**src/rtl/response_arbiter.sv**
```systemverilog
// response_arbiter: round-robin return-path arbiter sequencing two-byte responses through a shared UART TX
module response_arbiter #(
  parameter int N_IF       = 4,
  parameter int TX_TIMEOUT = 100000,
  parameter int TMR_W      = 17
) (
  input  logic              i_Clock,
  input  logic              i_Reset,
  input  logic [N_IF-1:0]   i_Resp_Valid,
  input  logic [8*N_IF-1:0] i_Resp_Code,
  input  logic [8*N_IF-1:0] i_Resp_Data,
  output logic [N_IF-1:0]   o_Resp_Ack,
  output logic              o_Tx_Start,
  output logic [7:0]        o_Tx_Byte,
  input  logic              i_Tx_Active,
  input  logic              i_Tx_Done,
  output logic              o_Busy,
  output logic              o_Sent,
  output logic              o_Error
);
  localparam int PW = N_IF > 1 ? $clog2(N_IF) : 1;
  localparam logic [TMR_W-1:0] LIMIT = TMR_W'(TX_TIMEOUT - 1);
  typedef enum logic [2:0] {IDLE, SEND_CODE, WAIT_CODE, SEND_DATA, WAIT_DATA} state_t;
  state_t state;
  logic [PW-1:0] ptr, grant;
  logic [TMR_W-1:0] timer;
  logic [7:0] code, data;
  function automatic logic [PW-1:0] wrap(input int k);
    return PW'(k >= N_IF ? k - N_IF : k);
  endfunction
  // first pending requester at or after ptr, wrapping; scanned backwards so the nearest one wins
  always_comb begin
    grant = ptr;
    for (int i = N_IF - 1; i >= 0; i--)
      if (i_Resp_Valid[wrap(int'(ptr) + i)]) grant = wrap(int'(ptr) + i);
  end
  // arbitration and two-byte TX sequencing with per-byte done timeout; all outputs registered
  always_ff @(posedge i_Clock) begin
    if (i_Reset) begin
      state      <= IDLE;
      ptr        <= '0;
      timer      <= '0;
      code       <= '0;
      data       <= '0;
      o_Resp_Ack <= '0;
      o_Tx_Start <= 1'b0;
      o_Tx_Byte  <= 8'h00;
      o_Busy     <= 1'b0;
      o_Sent     <= 1'b0;
      o_Error    <= 1'b0;
    end else begin
      o_Resp_Ack <= '0;
      o_Tx_Start <= 1'b0;
      o_Sent     <= 1'b0;
      o_Error    <= 1'b0;
      case (state)
        IDLE:
          if (|i_Resp_Valid) begin
            code       <= i_Resp_Code[8*grant +: 8];
            data       <= i_Resp_Data[8*grant +: 8];
            o_Resp_Ack <= N_IF'(1) << grant;
            ptr        <= wrap(int'(grant) + 1);
            state      <= SEND_CODE;
            o_Busy     <= 1'b1;
          end
        SEND_CODE, SEND_DATA:
          if (!i_Tx_Active) begin
            o_Tx_Byte  <= state == SEND_CODE ? code : data;
            o_Tx_Start <= 1'b1;
            timer      <= '0;
            state      <= state == SEND_CODE ? WAIT_CODE : WAIT_DATA;
          end
        WAIT_CODE, WAIT_DATA:
          if (i_Tx_Done) begin
            o_Sent <= state == WAIT_DATA;
            o_Busy <= state == WAIT_CODE;
            state  <= state == WAIT_CODE ? SEND_DATA : IDLE;
          end else if (timer == LIMIT) begin
            o_Error <= 1'b1;
            o_Busy  <= 1'b0;
            state   <= IDLE;
          end else begin
            timer <= timer + TMR_W'(1);
          end
        default: begin
          state  <= IDLE;
          o_Busy <= 1'b0;
        end
      endcase
    end
  end
endmodule

```
**config.mk**
```make
export PLATFORM = sky130hd
export DESIGN_NAME = response_arbiter
export DESIGN_NICKNAME = d
export VERILOG_FILES = /design/src/rtl/response_arbiter.sv
export SDC_FILE = /design/constraint.sdc
export NUM_CORES = 1
export LEC_CHECK = 0
export BUFFER_PORTS_ARGS = -buffer_cell sky130_fd_sc_hd__buf_2
export CAP_MARGIN = 20
export CORE_AREA = 2 2 81 83
export DETAILED_ROUTE_END_ITERATION = 16
export DIE_AREA = 0 0 83 85
export GPL_TIMING_DRIVEN = 0
export PLACE_DENSITY = 0.7
export SYNTH_ARGS = -nofsm -noshare
export SYNTH_HDL_FRONTEND = slang
export SYNTH_SLANG_ARGS = --single-unit
```
**constraint.sdc**
```tcl
create_clock -name i_Clock -period 5.7 [get_ports i_Clock]
set_clock_uncertainty 0.1 [all_clocks]
set_input_delay 0.57 -clock i_Clock [delete_from_list [all_inputs] [get_ports i_Clock]]
set_output_delay 0.57 -clock i_Clock [all_outputs]
set_load 0.01 [all_outputs]
```
==> impl_metrics.toml, run 1 <==
[run_status]
result_of_the_run = "finished clean"

[sta]
min_period_ps = 2430
setup-violations-final = 0
finalHoldViolations = 0
fmax_ghz = 0.412
worst_slew_pin_tran_ps = 708
final_max_slew_viol_count = 0
grt_setup_unrepaired = "no"
crit_share_post_route_pct = 42.6
worst_slew_margin_rel_pct = 52.5
setup_ws_ps = 3270
fin_tns_setup_ps = 0

[setup_path]
total_buffers_and_inverters_traversed_by_the_critical_path = 2
setup.worst_path.start_class = "register"
critPathCapture = "timer[10]"
crit_chain = "buf_2 -> nor3b_1 -> a21oi_1 -> clkbuf_1 -> a211oi_1 -> a31oi_1 -> a41o_1"
cp-startpoint = "state[0]"
critical_path_cell_count = 7
crit_slowest_cell = "sky130_fd_sc_hd__a211oi_1"
path_delay_family = "compound AO/OA/AOI/OAI gates"
critPathKind = "reg2reg"
critPathMaxStageDelay_ps = 460
timing.critical_path.to_type = "register"
crit_fanout = 10
cp.required_ps = 5810
worst_reg_to_reg_setup_slack_ps = 3270
worst_r2r_path_depth = 7
regToRegStartpoint = "state[0]"
worst-endpoint-arrival_ps = 2540
worst_r2r_endpoint = "timer[10]"

[synthesis]
ys_seq_elements = 54
async_reset_ff_share_pct = 0
postSynthNetCount = 371
per_instance_average_area_after_synthesis_um2 = 9.16
synthesis.area_um2 = 2730
seq_area_frac_synth_pct = 39.6
post_synth_inst_count = 298
synthesis.yosys.warnings = 0
synth.lib_cells_used.distinct = 47
number_of_enable_type_register_cells_in_the_synthesized_netlist = 0
synth-main-ff-cell = "sky130_fd_sc_hd__dfxtp_1"

[placement]
dp_slack_ps = 3060
gpl.final_weighted_congestion = 0.838
port_buffers = 87
place_inst = 462
placed_area_um2 = 3260
detailedPlacementHpwl_um = 4820

[job]
max_cap_viol_count = 0

[power]
p_leak_nw = 1.42
maximum_ir_drop_on_the_vdd_rail_v = 0.000122
power_density_of_the_placed_cells_nw_per_um2 = 263

[global_routing]
antenna_violations_before_repair = 0
groute.usage.overall_pct = 18.4
grt_pass1_wl_um = 10700
grt.overflow.total = 0
maximum_number_of_pins_on_one_net_before_global_route_repair = 17
grt_pass1_vias = 2335

[clock_network]
clock-sinks = 54
clk_root_buffer_cell = "sky130_fd_sc_hd__clkbuf_8"
total_cts_buffers = 5
cts_tree = "yes"
worst_setup_hold_path_clk_slew_ps = 100
h-tree-depth = 2
clockBufferDepth = 2
postCtsSetupRepairBufs = 0
cts_resized = 0
cts_hold_repair.buffers = 0
worst_skew_pair.late_latency_ps = 310

[floorplanning]
num_rows = 29
die_width_um = 83
coreArea_um2 = 6200
dieArea_um2 = 7060
design.portCount = 88
start_util_pct = 44.0
die_h_um = 85

[detailed_routing]
wl_um = 6320
detailedRoute.firstPassIterationCount = 4
post_drt_antenna_nets = 0
drc = 0
detailed_route_vias_per_instance = 5.22
detailedRoute.firstIterationViolations = 109
vias = 2454
avgRoutedWirePerCell_um = 13.4

[layout]
fillerInstances = 579
stdcell_area_um2 = 3360
fin_util_pct = 54.1
layout-area-overhead-vs-synth_pct = 23.0
final_net_count = 465
proportion_of_layout_cells_with_a_drive_suffix_above_1_pct = 28.8
finalNonFillerCells = 470
antenna_cells = 0

[min_path]
hold_path.class = "reg2reg"
worstHoldPathCells = 2
[worst min-delay path by stage]
stage	start	to	slack [ps]
floorplan	code[0]	code[0]	330
global placement	data[0]	data[0]	350
detailed placement	code[3]	code[3]	350
CTS	code[1]	code[1]	380
global route	code[3]	code[3]	400
finish	code[3]	code[3]	380
[report_power, final]
group / switching (W) / internal [W] / leakage (nW)
sequential: 0.0000204 / 0.000414 / 0.441
combinational: 0.000116 / 0.000105 / 0.929
clock: 0.000129 / 0.0000980 / 0.0472
total: 0.000265 / 0.000617 / 1.42
[cell families (layout without fill, tap and decap cells)]
logic type	after synthesis	in the layout	share of synthesized area [%]
and+or+nand+nor	107	107	20.7
AOI/OAI and AO/OA	55	55	15.4
DFF	54	54	39.6
muxes	42	42	15.4
buffers and inverters	25	120	3.99
xor gates and xnor gates	14	14	4.49
adders and majority gates	1	1	0.458
[flip-flops by register name (all words and copies together) (netlist names), 2 cells and up]
signal	cells
timer	17
o_Tx_Byte	8
o_Resp_Ack	4
state	3
ptr	2
data	8
code	8
[area by class of cell]
type / count / area, um2 / share of cell area [%]
Multi-Input combinational cell: 219 / 1540 / 45.9
Sequential cell: 54 / 1080 / 32.2
Timing Repair Buffer: 87 / 435 / 13.0
Tap cell: 77 / 96.3 / 2.87
Buffer: 20 / 90.1 / 2.68
Clock buffer: 6 / 82.6 / 2.46
Inverter: 5 / 18.8 / 0.559
Clock inverter: 2 / 12.5 / 0.373
[layout by cell type, fill, tap and decap left out, types with 6 or more instances in the layout]
| cell type | n |
|---|---|
| sky130_fd_sc_hd__buf_2 | 93 |
| sky130_fd_sc_hd__o221ai_1 | 16 |
| sky130_fd_sc_hd__nor2_1 | 39 |
| sky130_fd_sc_hd__dfxtp_1 | 54 |
| sky130_fd_sc_hd__a211oi_1 | 15 |
| sky130_fd_sc_hd__a21oi_1 | 9 |
| sky130_fd_sc_hd__xnor2_1 | 13 |
| sky130_fd_sc_hd__mux2i_1 | 42 |
| sky130_fd_sc_hd__clkbuf_8 | 6 |
| sky130_fd_sc_hd__clkbuf_1 | 11 |
| sky130_fd_sc_hd__nand2_1 | 26 |
[per-stage QoR]
step / hold WS, ps / total power [W]
finish: 376 / 0.000882
global route: 396 / 0.000931
CTS: 380 / 0.000888
detailed placement: 355 / 0.000666
global placement: 353 / 0.000663
floorplan: 332 / 0.000595
[worst register-to-register path: stages (launching register included)]
cell and delay (ps):
sky130_fd_sc_hd__dfxtp_1 390, sky130_fd_sc_hd__buf_2 210, sky130_fd_sc_hd__nor3b_1 390, sky130_fd_sc_hd__a21oi_1 150
sky130_fd_sc_hd__clkbuf_1 260, sky130_fd_sc_hd__a211oi_1 460, sky130_fd_sc_hd__a31oi_1 140, sky130_fd_sc_hd__a41o_1 220
[metal layers]
metal | vias to the layer above | track usage (%) | share of wire [%]
met5 | - | 0 | 0
met4 | 0 | 6.41 | 2.0
met3 | 11 | 3.70 | 5.4
met2 | 83 | 30.6 | 45
met1 | 1088 | 24.0 | 48
li1 | 1272 | - | -
[cell usage after synthesis, types with 4 or more instances]
cell,instances,area (um2)
sky130_fd_sc_hd__dfxtp_1,54,1080
sky130_fd_sc_hd__mux2i_1,42,420
sky130_fd_sc_hd__nor2_1,39,146
sky130_fd_sc_hd__nand2_1,26,97.6
sky130_fd_sc_hd__o221ai_1,16,140
sky130_fd_sc_hd__a211oi_1,15,113
sky130_fd_sc_hd__xnor2_1,13,114
sky130_fd_sc_hd__clkbuf_1,11,41.3
sky130_fd_sc_hd__a21oi_1,9,45.0
sky130_fd_sc_hd__buf_2,6,30.0
sky130_fd_sc_hd__inv_1,5,18.8
sky130_fd_sc_hd__nor2b_1,5,31.3
sky130_fd_sc_hd__nor3_1,5,25.0
sky130_fd_sc_hd__nand3_1,4,20.0
Note: power is estimated with default switching activity, not from simulation.
==> run 2: changes to the inputs <==
clock period = 2.3 ns   (was 5.7 ns; I/O delays follow)
==> run 2 against run 1 <==
Wire length grew 0.95%. Sequential share of layout area decreased by 0.38 points. First-iteration DRC count rose by 30%. Setup slack lost 3100 ps. Via count about the same. Final cell count grew 0.43%. Utilization rose by 0.65 points. Hold slack lost 300 ps. Non-clock buffer count up 2. Sequential power is 150% higher. Maximum frequency grew 12%. Cell area rose by 1.2%. Critical endpoint is now timer[13]. Largest power group unchanged.
==> impl_metrics.toml, run 2 (same netlist as run 1, synthesis figures left out) <==
[run_status]
result_of_the_run = "finished clean"

[detailed_routing]
detailed_route_vias_per_instance = 5.20
detailedRoute.firstPassIterationCount = 4
detailedRoute.firstIterationViolations = 142
post_drt_antenna_nets = 0
drc = 0
avgRoutedWirePerCell_um = 13.5
vias = 2455
wl_um = 6380

[setup_path]
cp.required_ps = 2450
critPathKind = "reg2reg"
timing.critical_path.to_type = "register"
crit_chain = "or4b_4 -> nor4_4 -> a211oi_1 -> a21o_1 -> a21oi_1"
critPathMaxStageDelay_ps = 580
crit_fanout = 7
crit_slowest_cell = "sky130_fd_sc_hd__or4b_4"
setup.worst_path.start_class = "register"
worst-endpoint-arrival_ps = 2320

[sta]
setup-violations-final = 0
hold_worst_slack_ps = 77.0
min_period_ps = 2170
final_max_slew_viol_count = 0
worst_slew_pin_tran_ps = 651
grt_setup_unrepaired = "no"
worst_slew_margin_rel_pct = 56.6
setup_ws_ps = 133
fmax_ghz = 0.462
finalHoldViolations = 0
crit_share_post_route_pct = 94.2

[global_routing]
grt_pass1_vias = 2327
groute.usage.overall_pct = 18.4
grt_pass1_wl_um = 10800
global_route.peak_usage_layer = "met2"
grt.overflow.total = 0
antenna_violations_before_repair = 0
use_met1_pct = 23.9
maximum_number_of_pins_on_one_net_before_global_route_repair = 17
met3_routing_resource_usage_after_global_routing_pct = 3.70
global_route_track_usage_on_met2_pct = 30.6

[clock_network]
h-tree-depth = 2
cts_tree = "yes"
cts_hold_repair.buffers = 0
clockBufferDepth = 2
worst_skew_pair.late_latency_ps = 310
clock-sinks = 54
worst_setup_hold_path_clk_slew_ps = 100
total_cts_buffers = 5
clk_root_buffer_cell = "sky130_fd_sc_hd__clkbuf_8"

[layout]
final_net_count = 467
antenna_cells = 0
regMostFlops = "timer"
stdcell_area_um2 = 3400
layout.cells.most_common_list = "sky130_fd_sc_hd__buf_2, sky130_fd_sc_hd__dfxtp_1, sky130_fd_sc_hd__mux2i_1, sky130_fd_sc_hd__nor2_1, sky130_fd_sc_hd__nand2_1"
finalNonFillerCells = 472
layout-area-overhead-vs-synth_pct = 24.4
flip_flop_count_of_the_largest_register_after_layout = 17
final_common_cell = "sky130_fd_sc_hd__buf_2"
fin_util_pct = 54.7
proportion_of_layout_cells_with_a_drive_suffix_above_1_pct = 30.4

[placement]
port_buffers = 87
placed_area_um2 = 3260
detailedPlacementHpwl_um = 4820
gpl.final_weighted_congestion = 0.838
place_inst = 462
dp_slack_ps = -102

[power]
share_of_total_power_in_combinational_logic_pct = 25.6
internal-power_w = 0.00154
p_leak_nw = 1.44
clock_power_share_pct = 25.7
maximum_ir_drop_on_the_vdd_rail_v = 0.000302
seq_power_share_pct = 48.8
switching_share_pct = 30.3
power_density_of_the_placed_cells_nw_per_um2 = 650
power.switching_w = 0.000668

[floorplanning]
start_util_pct = 44.0
die_h_um = 85
die_width_um = 83
coreArea_um2 = 6200
num_rows = 29
dieArea_um2 = 7060
design.portCount = 88

[min_path]
hold_path.class = "in2reg"

[job]
max_cap_viol_count = 0
[run 2: cell count changes in the layout (fill, tap and decap cells not counted), sizes merged]
cell	delta
buf	+1
clkbuf	+1
[run 2: per-layer routing]
metal,up-vias,part of all wire (%)
li1,1274,-
met1,1083,48
met2,85,44
met3,13,5.6
met4,0,2.3
met5,-,0
[run 2: critical path: cells and delay by family (launching register included)]
kind / cells / cell delay [ps]
flops: 1 / 380
simple gates: 2 / 1080
compound gates: 3 / 540
[run 2: repair_timing]
item | 4_1_cts | 5_1_grt
resized for setup | 3 | 6
endpoints found under the setup margin | 3 | 21
pin swaps | 0 | 2
buffers inserted | 0 | 2
gates cloned | 0 | 0
[run 2: worst paths after layout]
| kind | cells past startpoint | slack, ps | from | end |
|---|---|---|---|---|
| setup / recovery | 5 | 130 | timer[6] | timer[13] |
| hold / removal | 3 | 80 | i_Tx_Done | o_Sent |
| setup reg to reg | 5 | 130 | timer[6] | timer[13] |
| hold reg to reg | 2 | 380 | code[3] | code[3] |
[run 2: through the flow]
stage          setup TNS, ps  total power [W]
3_5_place_dp            -197          0.00165
6_report                   0          0.00221
3_3_place_gp           -4.91          0.00164
4_1_cts                    0          0.00220
2_1_floorplan              0          0.00147
5_1_grt                    0          0.00232
[run 2: final cells by class]
| type | count | area, um2 |
|---|---|---|
| fill | 575 | 2810 |
| clock buffer | 6 | 82.6 |
| timing repair buffer | 89 | 450 |
| tap | 77 | 96.3 |
| multi-input combinational | 219 | 1560 |
| inverter | 5 | 18.8 |
| sequential | 54 | 1080 |
| clock inverter | 2 | 12.5 |
| buffer | 20 | 95.1 |
[run 2: power by group through the flow]
stage / clock [W] / combinational [W] / sequential [W]
2_1_floorplan: 0 / 0.000378 / 0.00110
3_3_place_gp: 0 / 0.000545 / 0.00110
3_5_place_dp: 0 / 0.000551 / 0.00110
5_1_grt: 0.000604 / 0.000631 / 0.00109
4_1_cts: 0.000571 / 0.000555 / 0.00108
6_report: 0.000567 / 0.000564 / 0.00108
